`src/rtl/alu_regs.sv`:
```
// alu_regs: execute stage of the 8-bit datapath.
// Holds working registers A and B and runs a single-cycle ALU on A and b_in.
// MUL is an 8-step iterative shift-add. Its operands are captured when it starts.
module alu_regs (
    input  logic       clk,
    input  logic       rst,
    input  logic [7:0] b_in,
    input  logic [2:0] op,
    input  logic       start,
    input  logic       la,
    input  logic       lb,
    output logic [7:0] reg_a,
    output logic [7:0] reg_b,
    output logic [7:0] result,
    output logic       z,
    output logic       n,
    output logic       c,
    output logic       v,
    output logic       busy,
    output logic       done
);
    localparam logic [2:0] OP_ADD = 3'b000;
    localparam logic [2:0] OP_SUB = 3'b001;
    localparam logic [2:0] OP_AND = 3'b010;
    localparam logic [2:0] OP_OR  = 3'b011;
    localparam logic [2:0] OP_XOR = 3'b100;
    localparam logic [2:0] OP_NOT = 3'b101;
    localparam logic [2:0] OP_SHL = 3'b110;
    localparam logic [2:0] OP_MUL = 3'b111;

    typedef enum logic {IDLE, MUL} state_t;

    state_t      state_q;
    logic [7:0]  reg_a_q, reg_b_q, result_q;
    logic        z_q, n_q, c_q, v_q, busy_q, done_q;
    logic [15:0] mcand_q, acc_q;
    logic [7:0]  mplr_q;
    logic [2:0]  cnt_q;
    logic        la_q, lb_q;

    logic [7:0]  alu_res_d;
    logic        alu_c_d, alu_v_d;
    logic [8:0]  sum9;
    logic [15:0] acc_d;

    // Single-cycle ALU on the live A register and the muxed second operand
    always_comb begin
        alu_res_d = '0;
        alu_c_d   = 1'b0;
        alu_v_d   = 1'b0;
        sum9      = '0;
        case (op)
            OP_ADD: begin
                sum9      = {1'b0, reg_a_q} + {1'b0, b_in};
                alu_res_d = sum9[7:0];
                alu_c_d   = sum9[8];
                alu_v_d   = (reg_a_q[7] == b_in[7]) && (alu_res_d[7] != reg_a_q[7]);
            end
            OP_SUB: begin
                // bit 8 of the 9-bit difference is the borrow (A < B unsigned)
                sum9      = {1'b0, reg_a_q} - {1'b0, b_in};
                alu_res_d = sum9[7:0];
                alu_c_d   = sum9[8];
                alu_v_d   = (reg_a_q[7] != b_in[7]) && (alu_res_d[7] != reg_a_q[7]);
            end
            OP_AND: alu_res_d = reg_a_q & b_in;
            OP_OR:  alu_res_d = reg_a_q | b_in;
            OP_XOR: alu_res_d = reg_a_q ^ b_in;
            OP_NOT: alu_res_d = ~reg_a_q;
            OP_SHL: begin
                alu_res_d = {reg_a_q[6:0], 1'b0};
                alu_c_d   = reg_a_q[7];
            end
            default: ;
        endcase
    end

    // One shift-add step: accumulate the shifted multiplicand when the multiplier LSB is set
    always_comb begin
        acc_d = mplr_q[0] ? (acc_q + mcand_q) : acc_q;
    end

    // Control FSM plus all architectural state; outputs are registered
    always_ff @(posedge clk) begin
        if (rst) begin
            state_q  <= IDLE;
            reg_a_q  <= '0;
            reg_b_q  <= '0;
            result_q <= '0;
            z_q      <= 1'b0;
            n_q      <= 1'b0;
            c_q      <= 1'b0;
            v_q      <= 1'b0;
            busy_q   <= 1'b0;
            done_q   <= 1'b0;
            mcand_q  <= '0;
            mplr_q   <= '0;
            acc_q    <= '0;
            cnt_q    <= '0;
            la_q     <= 1'b0;
            lb_q     <= 1'b0;
        end else begin
            done_q <= 1'b0;
            case (state_q)
                IDLE: begin
                    if (start) begin
                        if (op == OP_MUL) begin
                            mcand_q <= {8'h00, reg_a_q};
                            mplr_q  <= b_in;
                            la_q    <= la;
                            lb_q    <= lb;
                            acc_q   <= '0;
                            cnt_q   <= '0;
                            busy_q  <= 1'b1;
                            state_q <= MUL;
                        end else begin
                            result_q <= alu_res_d;
                            z_q      <= (alu_res_d == 8'h00);
                            n_q      <= alu_res_d[7];
                            c_q      <= alu_c_d;
                            v_q      <= alu_v_d;
                            done_q   <= 1'b1;
                            if (la) reg_a_q <= alu_res_d;
                            if (lb) reg_b_q <= alu_res_d;
                        end
                    end
                end
                MUL: begin
                    acc_q   <= acc_d;
                    mcand_q <= {mcand_q[14:0], 1'b0};
                    mplr_q  <= {1'b0, mplr_q[7:1]};
                    cnt_q   <= cnt_q + 3'd1;
                    if (cnt_q == 3'd7) begin
                        result_q <= acc_d[7:0];
                        z_q      <= (acc_d[7:0] == 8'h00);
                        n_q      <= acc_d[7];
                        c_q      <= |acc_d[15:8];
                        v_q      <= 1'b0;
                        done_q   <= 1'b1;
                        busy_q   <= 1'b0;
                        if (la_q) reg_a_q <= acc_d[7:0];
                        if (lb_q) reg_b_q <= acc_d[7:0];
                        state_q  <= IDLE;
                    end
                end
                default: state_q <= IDLE;
            endcase
        end
    end

    assign reg_a  = reg_a_q;
    assign reg_b  = reg_b_q;
    assign result = result_q;
    assign z      = z_q;
    assign n      = n_q;
    assign c      = c_q;
    assign v      = v_q;
    assign busy   = busy_q;
    assign done   = done_q;
endmodule
```
`config.mk`:
```
export PLATFORM = sky130hd
export DESIGN_NAME = alu_regs
export DESIGN_NICKNAME = d
export VERILOG_FILES = /design/src/rtl/alu_regs.sv
export SDC_FILE = /design/constraint.sdc
export NUM_CORES = 1
export LEC_CHECK = 0
export BUFFER_PORTS_ARGS = -buffer_cell sky130_fd_sc_hd__buf_4
export CAP_MARGIN = 10
export CORE_ASPECT_RATIO = 1.75
export CORE_UTILIZATION = 65
export CTS_CLUSTER_DIAMETER = 120
export DETAILED_ROUTE_END_ITERATION = 8
export GPL_TIMING_DRIVEN = 1
export HOLD_SLACK_MARGIN = 0.05
export PLACE_DENSITY = 0.86
export SYNTH_ARGS = -nofsm -noshare
export SYNTH_HDL_FRONTEND = slang
export SYNTH_SLANG_ARGS = --single-unit
```
`constraint.sdc`:
```
create_clock -name clk -period 5.2 [get_ports clk]
set_clock_uncertainty 0.1 [all_clocks]
set_input_delay 0.26 -clock clk [delete_from_list [all_inputs] [get_ports clk]]
set_output_delay 0.26 -clock clk [all_outputs]
set_load 0.005 [all_outputs]
```
==> metrics.json <==
{
  "cp_max_fo": {"value": 13},
  "path_cells": {"value": "ha_1 -> ha_1 -> nand2_1 -> a21boi_1 -> nor2b_1 -> mux2_2 -> nor2_1"},
  "worst_hold_path_type": {"value": "primary input to flop"},
  "relSlewSlack": {"value": 0.250},
  "number_of_enable_flip_flop_cells_after_synthesis": {"value": 0},
  "period_minus_slack": {"value": 2.96, "unit": "ns"},
  "globalRouteOverflowTotal": {"value": 0},
  "detail_route.wirelength": {"value": 15000, "unit": "um"},
  "cts_made_buffers": {"value": 9},
  "die_area": {"value": 0.00845, "unit": "mm2"},
  "clkTransAtPathRegs": {"value": 0.06, "unit": "ns"},
  "final_min_period_over_clock_period": {"value": 0.570},
  "timing.critical_path.slowest_stage_cell": {"value": "sky130_fd_sc_hd__a21boi_1"},
  "floorplan.io_pins": {"value": 46},
  "final_antenna_net_count": {"value": 0},
  "syn_area_per_cell": {"value": 8.17, "unit": "um2"},
  "groute.usage.overall": {"value": 0.365},
  "p_switching": {"value": 0.000434, "unit": "W"},
  "worst-endpoint-required": {"value": 5.36, "unit": "ns"},
  "fin_total_pwr": {"value": 0.00151, "unit": "W"},
  "numPortBuffers": {"value": 45},
  "worstSetupEndpointType": {"value": "flop"},
  "grt_max_degree": {"value": 80},
  "detailed_place_hpwl": {"value": 11000, "unit": "um"},
  "detail_route.drc_violations": {"value": 2},
  "postCtsSetupBuffers": {"value": 0},
  "place.gp.congestion": {"value": 0.968},
  "layout-area-overhead-vs-synth": {"value": 11.1, "unit": "%"},
  "seq_area_frac_synth": {"value": 0.286},
  "drv_cap": {"value": 0},
  "clock_tree.root_cell": {"value": "sky130_fd_sc_hd__clkbuf_16"},
  "power_switching_share": {"value": 0.288},
  "core": {"value": 0.00786, "unit": "mm2"},
  "tritoncts_num_sinks": {"value": 75},
  "status": {"value": "finished with violations"},
  "final_net_count": {"value": 723},
  "effective_utilization_at_floorplan": {"value": 0.668},
  "max_freq": {"value": 0.337, "unit": "GHz"},
  "place_ws": {"value": 2.34, "unit": "ns"},
  "holdBufCountCts": {"value": 0},
  "syn-num-nets": {"value": 702},
  "totalNegativeSetupSlack": {"value": 0, "unit": "ns"},
  "cts_h_tree_depth": {"value": 3},
  "cp_arrival": {"value": 3.13, "unit": "ns"},
  "max_slew.worst_pin.slew": {"value": 1.12, "unit": "ns"},
  "unrepaired_setup_endpoints_after_global_routing": {"value": "no"},
  "critPathTopFamily": {"value": "compound AO/OA/AOI/OAI gates"},
  "die_h": {"value": 121, "unit": "um"},
  "number_of_antenna_violations_at_the_first_check_in_global_routing": {"value": 0},
  "final_core_util": {"value": 0.742},
  "synth_top_flop_cell": {"value": "sky130_fd_sc_hd__dfxtp_1"},
  "failed_checks": {"value": "DRC"},
  "post_synth_num_cell_types": {"value": 74},
  "cts_tree": {"value": "yes"},
  "wire_length_of_the_first_global_routing_pass": {"value": 24200, "unit": "um"},
  "layout_cells_sized_above_1": {"value": 0.131},
  "post_drt_via_cell_ratio": {"value": 6.75},
  "timing.final.max_slew_violations": {"value": 0},
  "path_class": {"value": "flop to flop"},
  "power.density": {"value": 259, "unit": "mW/mm2"},
  "final_hold_viol_count": {"value": 0},
  "first_global_vias": {"value": 5021},
  "ir_drop": {"value": 0.203, "unit": "mV"},
  "finalWorstSetupSlack": {"value": 2.24, "unit": "ns"},
  "cts_resized": {"value": 0},
  "wl_per_cell": {"value": 19.9, "unit": "um"},
  "vias_post_dr": {"value": 5106},
  "die_width": {"value": 69.9, "unit": "um"},
  "p_int": {"value": 0.00107, "unit": "W"},
  "seq_power_share": {"value": 0.413},
  "synth_seq_cells": {"value": 75},
  "cp_common_cell": {"value": "sky130_fd_sc_hd__ha_1"},
  "netlist_area": {"value": 0.00525, "unit": "mm2"},
  "drt_pre_antenna_iters": {"value": 7},
  "num_antenna_cells": {"value": 0},
  "critical_path.startpoint_type": {"value": "flop"},
  "syn_inst": {"value": 642},
  "synth_async_sr_flop_share": {"value": 0},
  "synth-warning-count": {"value": 0},
  "worst_skew_pair.late_latency": {"value": 0.34, "unit": "ns"},
  "power_frac_comb": {"value": 0.186},
  "drt_iter0_drc": {"value": 372},
  "finalSetupViolCount": {"value": 0},
  "max-clock-path-buffers": {"value": 2},
  "power.clock.fraction": {"value": 0.401},
  "placementRows": {"value": 43},
  "leakage": {"value": 2.44, "unit": "nW"},
  "path_buf_inv": {"value": 0},
  "worst_path_largest_cell_delay": {"value": 0.83, "unit": "ns"}
}
-- kinds of logic (layout without fill, tap and decap cells) --
kind of cell / Yosys count / after routing / synth area share
simple gates: 201 / 201 / 0.169
fa+ha+maj: 44 / 44 / 0.109
compound gates: 189 / 189 / 0.257
buf+inv: 69 / 93 / 0.0553
flops: 75 / 75 / 0.286
mux: 49 / 49 / 0.0978
xor+xnor: 15 / 15 / 0.0250
-- power by group through the flow --
stage	Clock [W]	Sequential, W	Combinational (W)
final	0.000604	0.000623	0.000280
after global routing	0.000624	0.000624	0.000304
after floorplan	0	0.000625	0.000190
after global placement	0	0.000632	0.000264
after CTS	0.000605	0.000622	0.000275
after detailed placement	0	0.000634	0.000272
-- cell usage in the layout (no fill, tap or decap), types with 3 or more instances in the layout --
master                       n
sky130_fd_sc_hd__o221ai_1    4
sky130_fd_sc_hd__nand4_1     4
sky130_fd_sc_hd__ha_1       41
sky130_fd_sc_hd__o31ai_1     5
sky130_fd_sc_hd__a31oi_1     6
sky130_fd_sc_hd__mux2_2      6
sky130_fd_sc_hd__a21oi_1    43
sky130_fd_sc_hd__or3_1       7
sky130_fd_sc_hd__o21ai_0    15
sky130_fd_sc_hd__dfxtp_1    74
sky130_fd_sc_hd__inv_1      29
sky130_fd_sc_hd__nand2_1    46
sky130_fd_sc_hd__a32oi_1     5
sky130_fd_sc_hd__o211ai_1    3
sky130_fd_sc_hd__o2111ai_1   3
sky130_fd_sc_hd__mux2i_1    40
sky130_fd_sc_hd__nor3_1     17
sky130_fd_sc_hd__xnor2_1    12
sky130_fd_sc_hd__nor2b_1     7
sky130_fd_sc_hd__nand3_1     6
sky130_fd_sc_hd__o21a_1      6
sky130_fd_sc_hd__nand2b_1    4
sky130_fd_sc_hd__o21bai_1    5
sky130_fd_sc_hd__fa_1        3
sky130_fd_sc_hd__a22oi_1    18
sky130_fd_sc_hd__a21oi_2     3
sky130_fd_sc_hd__o21ai_1     7
sky130_fd_sc_hd__a21o_1     14
sky130_fd_sc_hd__buf_4      48
sky130_fd_sc_hd__nor2_1     96
sky130_fd_sc_hd__clkbuf_16   9
sky130_fd_sc_hd__a211oi_1   20
sky130_fd_sc_hd__xor2_1      3
-- final cells by class --
| type | instances | area (um2) |
|---|---|---|
| Sequential cell | 75 | 1500 |
| Multi-Input combinational cell | 498 | 3460 |
| Inverter | 31 | 116 |
| Fill cell | 619 | 2030 |
| Timing Repair Buffer | 48 | 360 |
| Clock buffer | 9 | 225 |
| Clock inverter | 5 | 56.3 |
| Tap cell | 90 | 113 |
-- state kept, by name, summed over array words and instances (netlist names) --
name     flops
acc_q       16
busy         1
c            1
cnt_q        3
done         1
la_q         1
lb_q         1
mcand_q     16
mplr_q       8
reg_a        8
reg_b        8
result       8
state_q      1
v            1
z            1
-- per-layer routing --
metal	routed length, um	track usage	part of all wire
met1	5320	0.369	0.35
met4	1080	0.291	0.072
met5	0	0	0
met2	7870	0.656	0.52
met3	744	0.0515	0.050
-- cell usage after synthesis (4+ instances only) --
master,n,area [um2]
sky130_fd_sc_hd__or3_1,7,43.8
sky130_fd_sc_hd__a21o_1,14,105
sky130_fd_sc_hd__nand2_1,46,173
sky130_fd_sc_hd__a32oi_1,5,43.8
sky130_fd_sc_hd__o21ai_1,7,35.0
sky130_fd_sc_hd__o21a_1,6,45.0
sky130_fd_sc_hd__nand4_1,4,25.0
sky130_fd_sc_hd__buf_2,7,35.0
sky130_fd_sc_hd__nor2b_1,7,43.8
sky130_fd_sc_hd__xnor2_1,12,105
sky130_fd_sc_hd__nor2_1,96,360
sky130_fd_sc_hd__o21bai_1,5,37.5
sky130_fd_sc_hd__mux2i_1,40,400
sky130_fd_sc_hd__a211oi_1,20,150
sky130_fd_sc_hd__a22oi_1,18,135
sky130_fd_sc_hd__inv_1,29,109
sky130_fd_sc_hd__o221ai_1,4,35.0
sky130_fd_sc_hd__o31ai_1,5,37.5
sky130_fd_sc_hd__mux2_2,6,67.6
sky130_fd_sc_hd__nand2b_1,4,25.0
sky130_fd_sc_hd__o21ai_0,15,75.1
sky130_fd_sc_hd__nand3_1,6,30.0
sky130_fd_sc_hd__dfxtp_1,75,1500
sky130_fd_sc_hd__clkbuf_1,23,86.3
sky130_fd_sc_hd__a21oi_1,43,215
sky130_fd_sc_hd__ha_1,41,513
sky130_fd_sc_hd__a31oi_1,6,37.5
sky130_fd_sc_hd__nor3_1,17,85.1
-- stage by stage --
step                cell area [um2]  std cells  hold WS, ns
floorplan                      5250        642        0.307
global placement               5550        742        0.344
detailed placement             5550        742        0.348
CTS                            5830        756       0.0803
global route                   5830        756       0.0918
finish                         5830        756       0.0877
-- path summary, 6_finish.rpt --
check	startpoint	cells after the start	slack (ns)	to
worst max register to register	cnt_q[0]$_SDFFE_PP0P_	7	2.24	reg_a[4]$_SDFFE_PP0P_
worst max-delay path	cnt_q[0]$_SDFFE_PP0P_	7	2.24	reg_a[4]$_SDFFE_PP0P_
worst min-delay path	la	3	0.09	la_q$_SDFFE_PP0P_
worst min register to register	result[3]$_SDFFE_PP0P_	2	0.35	result[3]$_SDFFE_PP0P_
-- worst min-delay path, cell delays in order --
cell	delay (ns)
sky130_fd_sc_hd__buf_4	0.08
sky130_fd_sc_hd__mux2i_1	0.07
sky130_fd_sc_hd__nor2_1	0.08
Power figures use the tool's default switching activity.
